==> config.mk <==
export PLATFORM = sky130hd
export DESIGN_NAME = video_pattern_gen
export DESIGN_NICKNAME = d
export VERILOG_FILES = /design/src/rtl/patgen_pkg.sv /design/src/rtl/patgen_raster_counter.sv /design/src/rtl/video_pattern_gen.sv
export SDC_FILE = /design/constraint.sdc
export NUM_CORES = 1
export LEC_CHECK = 0
export ABC_AREA = 1
export CELL_PAD_IN_SITES_DETAIL_PLACEMENT = 0
export CELL_PAD_IN_SITES_GLOBAL_PLACEMENT = 1
export CORE_ASPECT_RATIO = 0.7
export CORE_MARGIN = 1.5
export CORE_UTILIZATION = 35
export CTS_BUF_LIST = sky130_fd_sc_hd__clkbuf_16
export CTS_CLUSTER_SIZE = 20
export DETAILED_ROUTE_END_ITERATION = 10
export DONT_BUFFER_PORTS = 1
export GPL_TIMING_DRIVEN = 0
export HOLD_SLACK_MARGIN = 0.08
export MAX_ROUTING_LAYER = met4
export PLACE_DENSITY = 0.64
export SLEW_MARGIN = 20
export SYNTH_ARGS = -nofsm -noshare
export SYNTH_HDL_FRONTEND = slang
export SYNTH_HIERARCHICAL = 1
export SYNTH_SLANG_ARGS = --single-unit
==> constraint.sdc <==
create_clock -name Clock -period 3.4 [get_ports Clock]
set_input_delay 0.68 -clock Clock [delete_from_list [all_inputs] [get_ports Clock]]
set_output_delay 0.68 -clock Clock [all_outputs]
set_load 0.03 [all_outputs]
==> src/rtl/patgen_pkg.sv <==
// Shared definitions for the video test-pattern source: mode encoding,
// 8-bit reference palettes and component-width scaling.
package patgen_pkg;

    localparam logic [1:0] MODE_SOLID = 2'd0;
    localparam logic [1:0] MODE_BARS  = 2'd1;
    localparam logic [1:0] MODE_CHECK = 2'd2;
    localparam logic [1:0] MODE_RAMP  = 2'd3;

    // Solid colours cycled once per frame: turquoise, carrot, sunflower, pomegranate
    localparam logic [23:0] SOLID_PAL [4] = '{
        24'h1ABC9C, 24'hE67E22, 24'hF1C40F, 24'hC0392B
    };

    // Bar colours left to right; any non-zero component means full scale
    localparam logic [23:0] BAR_PAL [8] = '{
        24'hFFFFFF, 24'hFFFF00, 24'h00FFFF, 24'h00FF00,
        24'hFF00FF, 24'hFF0000, 24'h0000FF, 24'h000000
    };

    function automatic int cnt_w(input int n);
        return (n > 1) ? $clog2(n) : 1;
    endfunction

    // Map an 8-bit component onto comp_w bits; caller keeps the low comp_w bits
    function automatic logic [31:0] scale_comp8(input logic [7:0] c, input int comp_w);
        if (comp_w >= 8) begin
            return 32'(c) << (comp_w - 8);
        end
        return 32'(c) >> (8 - comp_w);
    endfunction

endpackage

==> src/rtl/patgen_raster_counter.sv <==
// Raster position counter: walks x across each line and y down the frame,
// advancing one pixel per accepted beat.
module patgen_raster_counter
    import patgen_pkg::*;
#(
    parameter int H_ACTIVE = 640,
    parameter int V_ACTIVE = 480
) (
    input  logic                          Clock,
    input  logic                          Reset,
    input  logic                          advance,
    output logic [cnt_w(H_ACTIVE)-1:0]    x,
    output logic [cnt_w(V_ACTIVE)-1:0]    y,
    output logic                          eol,
    output logic                          eof
);

    localparam int XW = cnt_w(H_ACTIVE);
    localparam int YW = cnt_w(V_ACTIVE);
    localparam logic [XW-1:0] X_LAST = XW'(H_ACTIVE - 1);
    localparam logic [YW-1:0] Y_LAST = YW'(V_ACTIVE - 1);

    assign eol = (x == X_LAST);
    assign eof = eol && (y == Y_LAST);

    always_ff @(posedge Clock) begin
        if (Reset) begin
            x <= '0;
            y <= '0;
        end else if (advance) begin
            if (eol) begin
                x <= '0;
                y <= eof ? '0 : y + 1'b1;
            end else begin
                x <= x + 1'b1;
            end
        end
    end

endmodule

==> src/rtl/video_pattern_gen.sv <==
// Video test-pattern source (solid cycle, colour bars, checker, grey ramp) on a
// valid/ready stream. Define PATGEN_SCROLL_EN to scroll bars/checker left one pixel per frame.
module video_pattern_gen
    import patgen_pkg::*;
#(
    parameter int H_ACTIVE   = 640,
    parameter int V_ACTIVE   = 480,
    parameter int COMP_W     = 8,
    parameter int CHECK_LOG2 = 5
) (
    input  logic                  Clock,
    input  logic                  Reset,
    input  logic [1:0]            Mode,
    input  logic                  VideoReady,
    output logic                  VideoValid,
    output logic [3*COMP_W-1:0]   Video,
    output logic                  Sof,
    output logic                  Eol
);

    localparam int XW    = cnt_w(H_ACTIVE);
    localparam int YW    = cnt_w(V_ACTIVE);
    localparam int BAR_W = H_ACTIVE / 8;
    localparam logic [COMP_W-1:0] FS = '1;

    // Checker bits beyond the counter width are constant zero
    localparam bit CX_OK  = (CHECK_LOG2 < XW);
    localparam bit CY_OK  = (CHECK_LOG2 < YW);
    localparam int CX_IDX = CX_OK ? CHECK_LOG2 : 0;
    localparam int CY_IDX = CY_OK ? CHECK_LOG2 : 0;

    if ((H_ACTIVE % 8) != 0 || H_ACTIVE < 8) begin : g_bad_h
        $error("H_ACTIVE must be a multiple of 8 and at least 8");
    end
    if (V_ACTIVE < 1) begin : g_bad_v
        $error("V_ACTIVE must be at least 1");
    end

    logic [XW-1:0] x;
    logic [YW-1:0] y;
    logic          eol;
    logic          eof;
    logic          vld;
    logic          advance;
    logic [1:0]    mode_q;
    logic [1:0]    sidx;

    assign advance = vld && VideoReady;

    patgen_raster_counter #(
        .H_ACTIVE (H_ACTIVE),
        .V_ACTIVE (V_ACTIVE)
    ) u_raster (
        .Clock   (Clock),
        .Reset   (Reset),
        .advance (advance),
        .x       (x),
        .y       (y),
        .eol     (eol),
        .eof     (eof)
    );

    // Mode and solid colour only change between frames so a frame is never mixed
    always_ff @(posedge Clock) begin
        if (Reset) begin
            vld    <= 1'b0;
            mode_q <= Mode;
            sidx   <= '0;
        end else begin
            vld <= 1'b1;
            if (advance && eof) begin
                mode_q <= Mode;
                sidx   <= sidx + 2'd1;
            end
        end
    end

`ifdef PATGEN_SCROLL_EN
    localparam int XW1 = XW + 1;
    localparam logic [XW-1:0] X_LAST = XW'(H_ACTIVE - 1);
    localparam logic [XW:0]   H_FULL = XW1'(H_ACTIVE);

    logic [XW-1:0] scroll;
    logic [XW:0]   xs_sum;
    logic [XW-1:0] xs;

    always_ff @(posedge Clock) begin
        if (Reset) begin
            scroll <= '0;
        end else if (advance && eof) begin
            scroll <= (scroll == X_LAST) ? '0 : scroll + 1'b1;
        end
    end

    // Both operands are below H_ACTIVE, so one conditional subtract wraps the sum
    always_comb begin
        xs_sum = {1'b0, x} + {1'b0, scroll};
        if (xs_sum >= H_FULL) begin
            xs = XW'(xs_sum - H_FULL);
        end else begin
            xs = xs_sum[XW-1:0];
        end
    end
`else
    logic [XW-1:0] xs;
    assign xs = x;
`endif

    function automatic logic [COMP_W-1:0] comp_scale(input logic [7:0] c);
        return COMP_W'(scale_comp8(c, COMP_W));
    endfunction

    function automatic logic [COMP_W-1:0] comp_full(input logic [7:0] c);
        return (c != 8'd0) ? FS : '0;
    endfunction

    logic [2:0]        bar;
    logic              chk;
    logic [23:0]       pal;
    logic [COMP_W-1:0] r;
    logic [COMP_W-1:0] g;
    logic [COMP_W-1:0] b;

    always_comb begin
        bar = 3'(xs / XW'(BAR_W));
        chk = (CX_OK && xs[CX_IDX]) ^ (CY_OK && y[CY_IDX]);
        pal = '0;
        r   = '0;
        g   = '0;
        b   = '0;
        case (mode_q)
            MODE_SOLID: begin
                pal = SOLID_PAL[sidx];
                r   = comp_scale(pal[23:16]);
                g   = comp_scale(pal[15:8]);
                b   = comp_scale(pal[7:0]);
            end
            MODE_BARS: begin
                pal = BAR_PAL[bar];
                r   = comp_full(pal[23:16]);
                g   = comp_full(pal[15:8]);
                b   = comp_full(pal[7:0]);
            end
            MODE_CHECK: begin
                if (chk) begin
                    r = FS;
                    g = FS;
                    b = FS;
                end
            end
            default: begin
                r = COMP_W'(x);
                g = COMP_W'(x);
                b = COMP_W'(x);
            end
        endcase
    end

    assign VideoValid = vld;
    assign Video      = {r, g, b};
    assign Sof        = vld && (x == '0) && (y == '0);
    assign Eol        = vld && eol;

endmodule

==> metrics.md <==
| Metric | Value |
|---|---|
| Outcome | finished clean |
| Post-synth cell types | 32 |
| Top cells by count, synth | 85 x nand2_1, 37 x inv_1, 27 x nor2_1 |
| Synth async-reset ratio | 0% |
| First-pass GRT wire length | 8.13 mm |
| Yosys top cell by area | dfxtp_1 |
| CTS root buf | clkbuf_16 |
| Pwr/cell area | 342 nW/um^2 |
| Area growth from synthesis to layout | 9.36% |
| Critical Path RT | 2.72 ns |
| Register bit total from synthesis | 24 |
| Setup ws final | 0.844 ns |
| # IOs | 32 |
| CTS Buffer Depth | 2 |
| Die height | 63.5 um |
| Antenna violations before repair | 0 |
| Drt drc | 0 |
| Filler cell count | 526 |
| H-tree Lvls | 1 |
| Post-synth top area share | 24.0% |
| Sink Count | 24 |
| Drt via density | 4.86 |
| Count leader, synth | nand2_1 |
| Final Power | 686 uW |
| Syn_nets | 296 |
| DRT iter0 DRCs | 180 |
| Layout cells sized above 1 | 10.5% |
| # diodes | 0 |
| Avg Cell Area, Syn | 6.50 sq um |
| CP endpoint kind | output port |
| Internal power | 470 uW |
| FMAX | 0.391 GHz |
| Synth area leaders | dfxtp_1 24%, nand2_1 17%, inv_1 7.6% |
| Worst-Skew Late Latency | 0.26 ns |
| Final period util | 75.2% |
| Cts bufs inserted | 3 |
| CP Class | reg -> out |
| Leak pwr | 0.000911 uW |
| Finish-stage setup viols | 0 |
| Place WS | 1.13 ns |
| Crit path time final | 2.56 ns |
| Vias in the first global route | 1578 |
| Setup TNS | 0 ns |
| Mapped Cells | 282 |
| Final Hold Viols | 0 |
| Worst-Margin Slew | 0.820 ns |
| Hold Crit Class | in -> reg |
| Sw Share | 31.5% |
| GR Util All Layers | 18.6% |
| Power share of the combinational group | 19.1% |
| Max-Cap Viols | 0 |
| Sequential Power Share | 43.2% |
| Max Slew Vio Count | 0 |
| Final nets | 301 |
| RSZ-0062 raised after global routing | no |
| Worst-path maximum fanout | 8 |
| Startpoint types | flop |
| Drt pass-1 iters | 4 |
| Die area | 5680 sq um |
| Total grt overflow | 0 |
| Worst Clk Skew | 0.00269 ns |
| Slew HR | 44.9% |
| WL per Instance | 12.9 um |
| Drt total wl | 4.58 mm |
| Synth Flop Type | dfxtp_1 |
| Post-DRT Antenna Nets | 0 |
| Mapped cell area | 1830 sq um |
| Peak VDD IR | 0.000206 V |
| Routed vias | 1727 |
| Die Wd | 89.5 um |
| Post-synth EDFFs | 2 |
| Initial Utilization | 37.3% |
| Core area | 4910 sq um |
| Hold-fix buffers, CTS | 0 |
| Placer Congestion | 0.835 |
| CTS tree | built |
| Port Buffers | 0 |
| Clock slew at reported path FFs | 0.06 ns |
| Seq/Total Area, Yosys | 27.3% |
| Clock share of power | 37.7% |
| Arrival @ worst endpoint | 1.88 ns |
| Number of placement rows | 21 |
| Detail Placement HPWL | 3.61 mm |
| Switching power | 216 uW |
| Largest net degree at the start of global routing | 14 |
| Setup Fix Bufs, Post-CTS | 0 |
| Post_cts resized | 0 |
| Number of synthesis warnings | 6 |
==> power by group through the flow <==
stage | clock [uW] | combinational (uW) | sequential [uW]
2_1_floorplan | 0 | 117 | 301
3_3_place_gp | 0 | 132 | 303
3_5_place_dp | 0 | 131 | 303
4_1_cts | 266 | 131 | 296
5_1_grt | 281 | 140 | 297
6_report | 259 | 131 | 297
==> metal layers <==
| layer | wire (um) | up-vias | share of wire, % | track usage, % |
|---|---|---|---|---|
| met2 | 1760 | 35 | 39 | 23.9 |
| li1 | - | 928 | - | - |
| met5 | 0 | - | 0 | - |
| met1 | 2640 | 764 | 58 | 30.0 |
| met4 | 0 | 0 | 0 | 1.92 |
| met3 | 168 | 0 | 3.7 | 3.67 |
==> kinds of logic after synthesis <==
family                   count (synthesis)  synth area share, %
AND/OR/NAND/NOR                        184                 49.2
AO/OA/AOI/OAI                           21                 7.17
buffers and inverters                   40                 8.26
adder cells (fa/ha/maj)                  9                 6.15
XOR/XNOR                                 4                 1.91
flip-flops                              24                 27.3
==> cell usage in the layout, fill, tap and decap left out <==
master	synthesis	final
a21oi_1	7	7
a31oi_1	1	1
a41oi_1	1	1
buf_2	1	1
clkbuf_16	0	3
clkinv_1	1	2
dfxtp_1	22	22
edfxtp_1	2	2
ha_1	9	9
inv_1	37	37
inv_2	1	1
nand2_1	85	85
nand2_2	5	5
nand2_4	2	2
nand3_1	25	25
nand3_2	2	2
nand3_4	1	1
nand3b_1	2	2
nand4_1	19	19
nor2_1	27	27
nor2_2	5	5
nor2_4	3	3
nor2_8	1	1
nor3_1	1	1
nor3b_1	2	2
nor4_2	0	1
o211ai_1	1	1
o21a_4	1	1
o21ai_0	7	7
o21ai_2	1	1
o21bai_1	2	2
or2_2	3	3
xor2_1	4	4
==> worst paths after layout <==
path	end	slack, ns	depth (start not counted)	from
worst max-delay path	Video[7]	0.84	9	u_raster/x[7]
worst min-delay path	u_raster/x[4]	0.49	1	Reset
worst max register to register	mode_q[1]	1.58	8	u_raster/x[5]
worst min register to register	u_raster/y[1]	0.50	2	u_raster/y[1]
==> cell type report <==
class	instances	area [sq um]	area share (%)
multi-input cells	218	1190	59.2
flip-flops and latches	24	500	25.0
inverters	39	146	7.31
well taps	69	86.3	4.31
clock buffers	3	75.1	3.75
plain buffers	1	5.00	0.250
clock inverters	1	3.75	0.187
==> per-stage QoR <==
step | hold WS, ns | std cells | area [sq um] | utilization (%)
5_1_grt | 0.478 | 355 | 2000 | 40.8
6_report | 0.487 | 355 | 2000 | 40.8
3_5_place_dp | 0.495 | 351 | 1920 | 39.2
2_1_floorplan | 0.467 | 282 | 1830 | -
4_1_cts | 0.482 | 355 | 2000 | 40.8
3_3_place_gp | 0.488 | 351 | 1920 | 39.0
==> registers in the layout, summed over array words and instances (netlist names) <==
| signal | count |
|---|---|
| u_raster/x | 10 |
| u_raster/y | 9 |
| mode_q | 2 |
| sidx | 2 |
| VideoValid | 1 |
==> worst max-delay path, stage by stage (launching register included) <==
cell	delay, ns
dfxtp_1	0.48
inv_1	0.09
nand2_1	0.11
inv_1	0.08
nor2_4	0.10
nand2_1	0.06
o211ai_1	0.09
nand2_1	0.09
nand3_2	0.16
nand4_1	0.35
(Power assumes the default switching activity.)
